**config.mk**
```make
export PLATFORM = sky130hd
export DESIGN_NAME = vedic_mult_pipe
export DESIGN_NICKNAME = d
export VERILOG_FILES = /design/src/rtl/vedic_pkg.sv /design/src/rtl/vedic_mult_comb.sv /design/src/rtl/vedic_mult_pipe.sv
export SDC_FILE = /design/constraint.sdc
export NUM_CORES = 1
export LEC_CHECK = 0
export CORE_AREA = 2 2 110 112
export DETAILED_ROUTE_END_ITERATION = 7
export DIE_AREA = 0 0 112 114
export PLACE_DENSITY = 0.73
export SLEW_MARGIN = 0
export SYNTH_ARGS = -nofsm -noshare
export SYNTH_HDL_FRONTEND = slang
export SYNTH_HIERARCHICAL = 1
export SYNTH_SLANG_ARGS = --single-unit
```
**constraint.sdc**
```tcl
create_clock -name clk -period 4.09 [get_ports clk]
set_clock_uncertainty 0.2 [all_clocks]
set_input_delay 0.409 -clock clk [delete_from_list [all_inputs] [get_ports clk]]
set_output_delay 0.409 -clock clk [all_outputs]
set_load 0.005 [all_outputs]
```
**src/rtl/vedic_pkg.sv**
```systemverilog
// Shared widths and sign helpers for the pipelined Urdhva-Tiryagbhyam multiplier.
// The helpers work on a fixed maximum width; callers size-cast to their own WIDTH.
package vedic_pkg;

  localparam int VEDIC_WIDTH = 8;
  localparam int VEDIC_TAG_W = 4;
  localparam int VEDIC_HALF  = VEDIC_WIDTH / 2;
  localparam int MAX_W       = 32;

  typedef logic [MAX_W-1:0]   mag_t;
  typedef logic [2*MAX_W-1:0] wide_t;

  // Magnitude of a w-bit operand; the most negative value maps to 2^(w-1) without overflow.
  function automatic mag_t abs_mag(input mag_t x, input int w, input logic sgn);
    mag_t mask;
    mag_t sh;
    mask = (mag_t'(1) << w) - mag_t'(1);
    sh   = x >> (w - 1);
    if (sgn && sh[0]) return (~x + mag_t'(1)) & mask;
    else              return x & mask;
  endfunction

  function automatic wide_t twos_neg(input wide_t x);
    return ~x + wide_t'(1);
  endfunction

endpackage

```
**src/rtl/vedic_mult_comb.sv**
```systemverilog
// Combinational N x N unsigned Urdhva multiplier, recursing down to a 2x2 half-adder cell.
module vedic_mult_comb #(
  parameter int N = 4
) (
  input  logic [N-1:0]   a_i,
  input  logic [N-1:0]   b_i,
  output logic [2*N-1:0] p_o
);

  if (N == 2) begin : g_base
    logic pp00, pp01, pp10, pp11, c1;
    assign pp00 = a_i[0] & b_i[0];
    assign pp01 = a_i[0] & b_i[1];
    assign pp10 = a_i[1] & b_i[0];
    assign pp11 = a_i[1] & b_i[1];
    assign p_o[0] = pp00;
    assign p_o[1] = pp10 ^ pp01;
    assign c1     = pp10 & pp01;
    assign p_o[2] = pp11 ^ c1;
    assign p_o[3] = pp11 & c1;
  end else begin : g_rec
    localparam int H = N / 2;
    logic [N-1:0] ll, lh, hl, hh;
    logic [N:0]   mid;

    vedic_mult_comb #(.N(H)) u_ll (.a_i(a_i[H-1:0]), .b_i(b_i[H-1:0]), .p_o(ll));
    vedic_mult_comb #(.N(H)) u_lh (.a_i(a_i[H-1:0]), .b_i(b_i[N-1:H]), .p_o(lh));
    vedic_mult_comb #(.N(H)) u_hl (.a_i(a_i[N-1:H]), .b_i(b_i[H-1:0]), .p_o(hl));
    vedic_mult_comb #(.N(H)) u_hh (.a_i(a_i[N-1:H]), .b_i(b_i[N-1:H]), .p_o(hh));

    // Crosswise terms are summed once, then placed at weight 2^H over the vertical terms.
    assign mid = {1'b0, lh} + {1'b0, hl};
    assign p_o = {hh, ll} + {{(H-1){1'b0}}, mid, {H{1'b0}}};
  end

endmodule

```
**src/rtl/vedic_mult_pipe.sv**
```systemverilog
// Three-stage signed/unsigned Vedic multiplier with valid/ready handshake and a pass-through tag.
// The whole pipeline stalls as one unit whenever the output is held.
module vedic_mult_pipe
  import vedic_pkg::*;
#(
  parameter int WIDTH = VEDIC_WIDTH,
  parameter int TAG_W = VEDIC_TAG_W
) (
  input  logic               clk,
  input  logic               rst_n,
  input  logic               in_valid,
  output logic               in_ready,
  input  logic [WIDTH-1:0]   in_a,
  input  logic [WIDTH-1:0]   in_b,
  input  logic               in_signed,
  input  logic [TAG_W-1:0]   in_tag,
  output logic               out_valid,
  input  logic               out_ready,
  output logic [2*WIDTH-1:0] out_p,
  output logic [TAG_W-1:0]   out_tag
);

  localparam int HALF = WIDTH / 2;
  localparam int PW   = 2 * WIDTH;

  logic en;
  logic vld_p1_q, vld_p2_q, vld_p3_q;

  logic [WIDTH-1:0] mag_a_d, mag_b_d, mag_a_p1_q, mag_b_p1_q;
  logic             neg_d, neg_p1_q, neg_p2_q;
  logic [TAG_W-1:0] tag_p1_q, tag_p2_q, out_tag_q;

  logic [WIDTH-1:0] ll_d, lh_d, hl_d, hh_d;
  logic [WIDTH-1:0] ll_p2_q, lh_p2_q, hl_p2_q, hh_p2_q;

  logic [PW-1:0] prod_d, out_p_d, out_p_q;

  assign en       = ~vld_p3_q | out_ready;
  assign in_ready = en;

  // S1: sign-magnitude split of the incoming operands
  assign mag_a_d = WIDTH'(abs_mag(MAX_W'(in_a), WIDTH, in_signed));
  assign mag_b_d = WIDTH'(abs_mag(MAX_W'(in_b), WIDTH, in_signed));
  assign neg_d   = in_signed & (in_a[WIDTH-1] ^ in_b[WIDTH-1]);

  // S2: four half-width partial products
  vedic_mult_comb #(.N(HALF)) u_ll (.a_i(mag_a_p1_q[HALF-1:0]),     .b_i(mag_b_p1_q[HALF-1:0]),     .p_o(ll_d));
  vedic_mult_comb #(.N(HALF)) u_lh (.a_i(mag_a_p1_q[HALF-1:0]),     .b_i(mag_b_p1_q[WIDTH-1:HALF]), .p_o(lh_d));
  vedic_mult_comb #(.N(HALF)) u_hl (.a_i(mag_a_p1_q[WIDTH-1:HALF]), .b_i(mag_b_p1_q[HALF-1:0]),     .p_o(hl_d));
  vedic_mult_comb #(.N(HALF)) u_hh (.a_i(mag_a_p1_q[WIDTH-1:HALF]), .b_i(mag_b_p1_q[WIDTH-1:HALF]), .p_o(hh_d));

  // S3: recombine at 2*WIDTH+1 bits, then restore the sign
  assign prod_d  = PW'((PW+1)'({hh_p2_q, ll_p2_q})
                     + ((PW+1)'(lh_p2_q) << HALF)
                     + ((PW+1)'(hl_p2_q) << HALF));
  assign out_p_d = neg_p2_q ? PW'(twos_neg(wide_t'(prod_d))) : prod_d;

  always_ff @(posedge clk or negedge rst_n) begin
    if (!rst_n) begin
      vld_p1_q  <= 1'b0;
      vld_p2_q  <= 1'b0;
      vld_p3_q  <= 1'b0;
      out_p_q   <= '0;
      out_tag_q <= '0;
    end else if (en) begin
      vld_p1_q  <= in_valid;
      vld_p2_q  <= vld_p1_q;
      vld_p3_q  <= vld_p2_q;
      out_p_q   <= out_p_d;
      out_tag_q <= tag_p2_q;
    end
  end

  // Inner data stages carry no reset: their contents are qualified by the valid bits.
  always_ff @(posedge clk) begin
    if (en && in_valid) begin
      mag_a_p1_q <= mag_a_d;
      mag_b_p1_q <= mag_b_d;
      neg_p1_q   <= neg_d;
      tag_p1_q   <= in_tag;
    end
    if (en) begin
      ll_p2_q  <= ll_d;
      lh_p2_q  <= lh_d;
      hl_p2_q  <= hl_d;
      hh_p2_q  <= hh_d;
      neg_p2_q <= neg_p1_q;
      tag_p2_q <= tag_p1_q;
    end
  end

  assign out_valid = vld_p3_q;
  assign out_p     = out_p_q;
  assign out_tag   = out_tag_q;

endmodule

```
==> results of run 1 <==
## sequential cells by signal, indices dropped and copies added (netlist names), 4 cells and up
register and flops:
hh_p2_q 8, hl_p2_q 8, lh_p2_q 8, ll_p2_q 8, mag_a_p1_q 8, mag_b_p1_q 8, out_p 16, out_tag 4
tag_p1_q 4, tag_p2_q 4
## cells in the final DEF (no fill, tap or decap), types with 8 or more instances in the layout
cell type        netlist  layout
ha_1                  79      79
and2_1                66      66
edfxtp_1              58      58
clkdlybuf4s50_1        0      46
nand2_1               40      40
inv_1                 32      31
xnor2_1               30      30
a21oi_1               26      26
nor2_1                24      24
dfrtp_1               23      23
xor2_1                22      22
o21ai_0               21      21
a21o_1                18      18
fa_1                  17      17
clkbuf_16              0       9
nand2b_1               8       8
nor3_1                 8       8
## stage by stage
stage          utilization, %  instances  area [µm²]
2_1_floorplan               -        563        6090
5_1_grt                  58.8        750        6890
3_5_place_dp             56.4        734        6600
3_3_place_gp             56.4        734        6600
6_report                 58.8        750        6890
4_1_cts                  58.8        750        6890
## critical path, cell delays in order, from the launching register on
cell	delay [ns]
edfxtp_1	0.40
fa_1	0.55
ha_1	0.17
inv_1	0.06
fa_1	0.39
nand2b_1	0.20
a21o_1	0.24
a211oi_1	0.41
o2111ai_1	0.27
o31ai_1	0.34
xor2_1	0.16
o21ai_0	0.08
## power groups by stage
stage	Clock (mW)	Combinational (mW)	Sequential, mW
floorplan	0	2.26	1.39
global placement	0	2.86	1.44
detailed placement	0	2.91	1.46
CTS	0.787	2.95	1.44
global route	0.822	3.29	1.48
finish	0.773	2.93	1.44
## metal layers
metal,part of all wire [%],wire length (µm),track usage [%],up-vias
li1,-,-,-,2037
met1,46,5150,22.9,1917
met2,50,5610,32.4,63
met3,2.6,297,3.83,17
met4,1.7,195,6.10,0
met5,0,0,0,-
## synth_stat cells, drive strengths merged, types with 4 or more instances
master	number	area, µm²
fa	17	340
nand2	40	150
o21ai	23	119
nand2b	8	50.1
a21oi	30	165
nor4	4	25.0
nand3b	5	37.5
inv	32	120
and2	66	413
edfxtp	58	1740
nand3	4	20.0
buf	18	128
clkbuf	6	22.5
mux2i	5	50.1
nor2	24	90.1
o21bai	4	30.0
xor2	22	193
dfrtp	23	576
a21o	23	179
nor3	8	40.0
a211oi	7	72.6
xnor2	31	279
ha	79	988
## cells by family (layout without fill, tap and decap cells)
logic type               count (synthesis)  after routing  share of synthesized area (%)
AO/OA/AOI/OAI                          105            105                           12.3
flip-flops                              81             81                           38.0
buffers and inverters                   56             96                           4.44
AND/OR/NAND/NOR                        165            165                           14.5
adder cells (fa/ha/maj)                 96             96                           21.8
XOR/XNOR                                53             53                           7.74
multiplexers                             7              7                           1.19
## layout make-up
cell class              count  area share (%)
inverters                  32            1.74
well taps                 147            2.67
flip-flops and latches     81            33.6
multi-input cells         426            50.9
clock buffers              10            3.32
clock inverters             6           0.853
repair buffers             48            6.90
## worst paths after layout
kind | from | to | depth (start not counted)
worst max-delay path | ll_p2_q[5]$_DFFE_PN_ | out_p[13]$_DFFE_PN0N_ | 11
max in group asynchronous | rst_n | out_tag[2]$_DFFE_PN0N_ | 1
min in group asynchronous | rst_n | vld_p2_q$_DFFE_PN0N_ | 1
worst min register to register | tag_p1_q[2]$_DFFE_PP_ | tag_p2_q[2]$_DFFE_PN_ | 0
worst max register to register | ll_p2_q[5]$_DFFE_PN_ | out_p[13]$_DFFE_PN0N_ | 11
worst min-delay path | tag_p1_q[2]$_DFFE_PP_ | tag_p2_q[2]$_DFFE_PN_ | 0
==> impl_metrics.json, run 1 <==
{
  "status": "finished clean",
  "pre_cts_ws_ns": 0.482,
  "core_area_um2": 11700,
  "netlist_area_um2": 6090,
  "syn_nets": 684,
  "yosys_warnings": 6,
  "clk_pin_slew_ns": 0.06,
  "setup_viol": 0,
  "grt_usage_pct": 18.5,
  "grt_max_degree": 53,
  "die_h_um": 114,
  "cts-root-buf": "clkbuf_16",
  "ir_drop_mv": 0.580,
  "die_area_um2": 12800,
  "cp-end-kind": "flop",
  "via_count": 4034,
  "switching_share_pct": 40.8,
  "post_drt_wl_per_cell_um": 15.0,
  "remaining_drc_errors": 0,
  "pwr-share-clk_pct": 15.0,
  "antenna_found_initial": 0,
  "fin_ws_ns": 0.494,
  "first_iter_violations": 241,
  "yosys_register_bits": 81,
  "dr.pass1.iters": 5,
  "synth_cell_types": 49,
  "p_seq_share_pct": 28.0,
  "hp-class": "reg -> reg",
  "postCtsSetupBuffers": 0,
  "wl_um": 11300,
  "maxCapViolCount": 0,
  "area_growth_pct": 13.1,
  "tns_ns": 0,
  "maxSlewViolCount": 0,
  "switching_power_mw": 2.10,
  "critical_path_class": "reg -> reg",
  "place.gp.congestion": 0.824,
  "layout-drive-gt1-share_pct": 6.47,
  "h-tree-depth": 3,
  "cts_tree": "done",
  "cts.sinks": 81,
  "ant_nets": 0,
  "critPathRequiredTime_ns": 4.10,
  "yosys_most_used_dff": "edfxtp_1",
  "finalCriticalPeriod_ns": 3.60,
  "start_util_pct": 52.0,
  "nets": 719,
  "post-route-period-util_pct": 87.9,
  "rsz0062_at_grt": "no",
  "combPwrFrac_pct": 57.0,
  "worst_slew_pin_slew_ns": 1.03,
  "r2r_slack_ns": 0.49,
  "die-width_um": 112,
  "yosysSeqAreaShare_pct": 38.0,
  "p_leak_nw": 3.13,
  "grt_pass1_wl_um": 19000,
  "hold_buffers": 0,
  "cts_resized": 0,
  "fp-row-count": 40,
  "syn_inst": 563,
  "io_pins": 47,
  "cp_max_fo": 5,
  "finalPower_mw": 5.14,
  "relSlewSlack_pct": 31.2,
  "hold_viol_final": 0,
  "grt_overflow": 0,
  "clk_latency_ns": 0.34,
  "power.density_nw_per_um2": 746,
  "dpl.hpwl_um": 8740,
  "multi_input_area_um2": 3510,
  "seq_area_um2": 2320,
  "cts_buffer_depth": 2,
  "internal_power_mw": 3.05,
  "holdWs_ns": 0.219,
  "port_buffers": 46,
  "worstPathArrival_ns": 3.60,
  "synthArstFlopShare_pct": 28.4,
  "n_antenna_cell": 0,
  "avgSynthCellArea_um2": 10.8,
  "fmax_mhz": 278,
  "viasPerCell": 5.38,
  "fillers": 1017,
  "cts_buffers": 9,
  "synth_edf_count": 58,
  "start_kind": "flop",
  "grt_pass1_vias": 4124
}
(Power assumes the default switching activity.)
==> run 2, diff against run 1 <==
--- a/config.mk
+++ b/config.mk
@@ -5,11 +5,12 @@
 export SDC_FILE = /design/constraint.sdc
 export NUM_CORES = 1
 export LEC_CHECK = 0
+export CAP_MARGIN = 20
 export CORE_AREA = 2 2 110 112
 export DETAILED_ROUTE_END_ITERATION = 7
 export DIE_AREA = 0 0 112 114
 export PLACE_DENSITY = 0.73
-export SLEW_MARGIN = 0
+export SLEW_MARGIN = 20
 export SYNTH_ARGS = -nofsm -noshare
 export SYNTH_HDL_FRONTEND = slang
 export SYNTH_HIERARCHICAL = 1
==> run 2 against run 1 <==
Net effect:
- clock-buffer cell count stayed put
- first-iteration DRC count is 11% lower
- global-route usage stayed put
- fmax hardly changed
- routed wire length is 0.42% lower
- sequential power hardly changed
- clock power hardly changed
- critical path type unchanged
- largest power group unchanged
==> impl_metrics.json, run 2 (same netlist as run 1, synthesis figures left out) <==
{
  "status": "finished clean",
  "port_buffers": 46,
  "layout_common_cells": "ha_1, and2_1, edfxtp_1, clkdlybuf4s50_1, nand2_1",
  "r2r-start": "ll_p2_q[5]$_DFFE_PN_",
  "cts_resized": 0,
  "r2r_slack_ns": 0.49,
  "postCtsSetupBuffers": 0,
  "relSlewSlack_pct": 31.4,
  "clk_latency_ns": 0.34,
  "die_h_um": 114,
  "r2r-end": "out_p[13]$_DFFE_PN0N_",
  "antenna_found_initial": 0,
  "core_area_um2": 11700,
  "rsz0062_at_grt": "no",
  "nets": 720,
  "place.gp.congestion": 0.824,
  "n_antenna_cell": 0,
  "maxCapViolCount": 0,
  "dpl.hpwl_um": 8740,
  "slowest_delay_ns": 0.55,
  "crit_chain": "fa_1, ha_1, inv_1, fa_1, nand2b_1, a21o_1, a211oi_1, o2111ai_1, o31ai_1, xor2_1, o21ai_0",
  "cp-endpoint": "out_p[13]$_DFFE_PN0N_",
  "fp-row-count": 40,
  "startpoint": "ll_p2_q[5]$_DFFE_PN_",
  "area_growth_pct": 13.2,
  "die-width_um": 112,
  "critical_path_class": "reg -> reg",
  "cts-root-buf": "clkbuf_16",
  "cp-end-kind": "flop",
  "slowest_stage": "fa_1",
  "cts_buffer_depth": 2,
  "cp_common_cell": "fa_1",
  "cp_max_fo": 5,
  "post-route-period-util_pct": 87.9,
  "largest_register_ffs": 16,
  "via_count": 4030,
  "ir_drop_mv": 0.579,
  "ff2ff_path_depth": 11,
  "grt_pass1_vias": 4124,
  "die_area_um2": 12800,
  "start_kind": "flop",
  "h-tree-depth": 3,
  "grt_overflow": 0,
  "worstPathArrival_ns": 3.60,
  "maxSlewViolCount": 0,
  "post_drt_wl_per_cell_um": 14.9,
  "fin_ws_ns": 0.494,
  "ant_nets": 0,
  "cts.sinks": 81,
  "remaining_drc_errors": 0,
  "viasPerCell": 5.37,
  "grt_usage_pct": 18.5,
  "grt_pass1_wl_um": 19000,
  "tns_ns": 0,
  "setup_viol": 0,
  "pre_cts_ws_ns": 0.482,
  "cts_tree": "done",
  "cts_buffers": 9,
  "p_leak_nw": 3.14,
  "dr.pass1.iters": 4,
  "critPathRequiredTime_ns": 4.10,
  "grt_max_degree": 53,
  "wl_um": 11200,
  "clk_pin_slew_ns": 0.06,
  "fmax_mhz": 278,
  "worst_slew_pin_slew_ns": 1.03,
  "io_pins": 47,
  "layout-drive-gt1-share_pct": 6.62,
  "hp-class": "reg -> reg",
  "mostFrequentLayoutCell": "ha_1",
  "first_iter_violations": 214,
  "hold_viol_final": 0,
  "power.density_nw_per_um2": 746,
  "finalPower_mw": 5.14,
  "finalCriticalPeriod_ns": 3.60,
  "start_util_pct": 52.0
}
## run 2: cell types whose count changed in the layout (fill, tap and decap cells not counted), sizes merged
cell,previous run,this run
buf,2,3
clkdlybuf4s50,46,45
dlygate4sd3,0,1
## run 2: routing by layer
| metal | global-route usage [%] | vias to the layer above | part of all wire, % |
|---|---|---|---|
| li1 | - | 2038 | - |
| met4 | 6.10 | 0 | 1.5 |
| met1 | 22.9 | 1921 | 45 |
| met5 | 0 | - | 0 |
| met3 | 3.83 | 15 | 2.8 |
| met2 | 32.4 | 56 | 50 |
## run 2: worst max-delay path, delay by kind of cell (launching register included)
| kind | cells | cell delay, ns |
|---|---|---|
| AND/OR/NAND/NOR | 1 | 0.20 |
| AO/OA/AOI/OAI | 5 | 1.34 |
| buffers and inverters | 1 | 0.06 |
| flip-flops | 1 | 0.40 |
| adder cells (fa/ha/maj) | 3 | 1.11 |
| XOR/XNOR | 1 | 0.16 |
## run 2: how the worst min path moves through the flow
stage          depth (start not counted)                  start                     to  slack [ns]
2_1_floorplan                          0                  rst_n   out_p[0]$_DFFE_PN0N_       -0.09
3_3_place_gp                           0  tag_p1_q[0]$_DFFE_PP_  tag_p2_q[0]$_DFFE_PN_        0.20
3_5_place_dp                           0  tag_p1_q[0]$_DFFE_PP_  tag_p2_q[0]$_DFFE_PN_        0.21
4_1_cts                                0  tag_p1_q[0]$_DFFE_PP_  tag_p2_q[0]$_DFFE_PN_        0.22
5_1_grt                                0  tag_p1_q[0]$_DFFE_PP_  tag_p2_q[0]$_DFFE_PN_        0.22
6_report                               0  tag_p1_q[2]$_DFFE_PP_  tag_p2_q[2]$_DFFE_PN_        0.22
## run 2: final cells by class
type	count	area, µm²
Inverter	32	120
Multi-Input combinational cell	426	3510
Tap cell	147	184
Timing Repair Buffer	49	480
Clock buffer	10	229
Fill cell	1017	4820
Clock inverter	6	58.8
Sequential cell	81	2320
## run 2: per-stage QoR
| stage | hold WS, ns | instance area [µm²] | std cells | utilization [%] |
|---|---|---|---|---|
| floorplan | -0.0866 | 6090 | 563 | - |
| global placement | 0.201 | 6600 | 734 | 56.4 |
| detailed placement | 0.205 | 6600 | 734 | 56.4 |
| CTS | 0.219 | 6890 | 750 | 58.8 |
| global route | 0.219 | 6900 | 751 | 58.9 |
| finish | 0.219 | 6900 | 751 | 58.9 |
## run 2: repair_timing
item | CTS | global route
endpoints found under the hold margin | 0 | 23
setup endpoints to repair | 0 | 0
hold buffers | 0 | 1
## run 2: report_power, final
part / total [mW] / switching [mW] / leakage (nW) / internal [mW]
combinational: 2.93 / 1.59 / 2.14 / 1.34
clock: 0.774 / 0.306 / 0.138 / 0.468
sequential: 1.44 / 0.201 / 0.862 / 1.24
total: 5.14 / 2.09 / 3.14 / 3.05
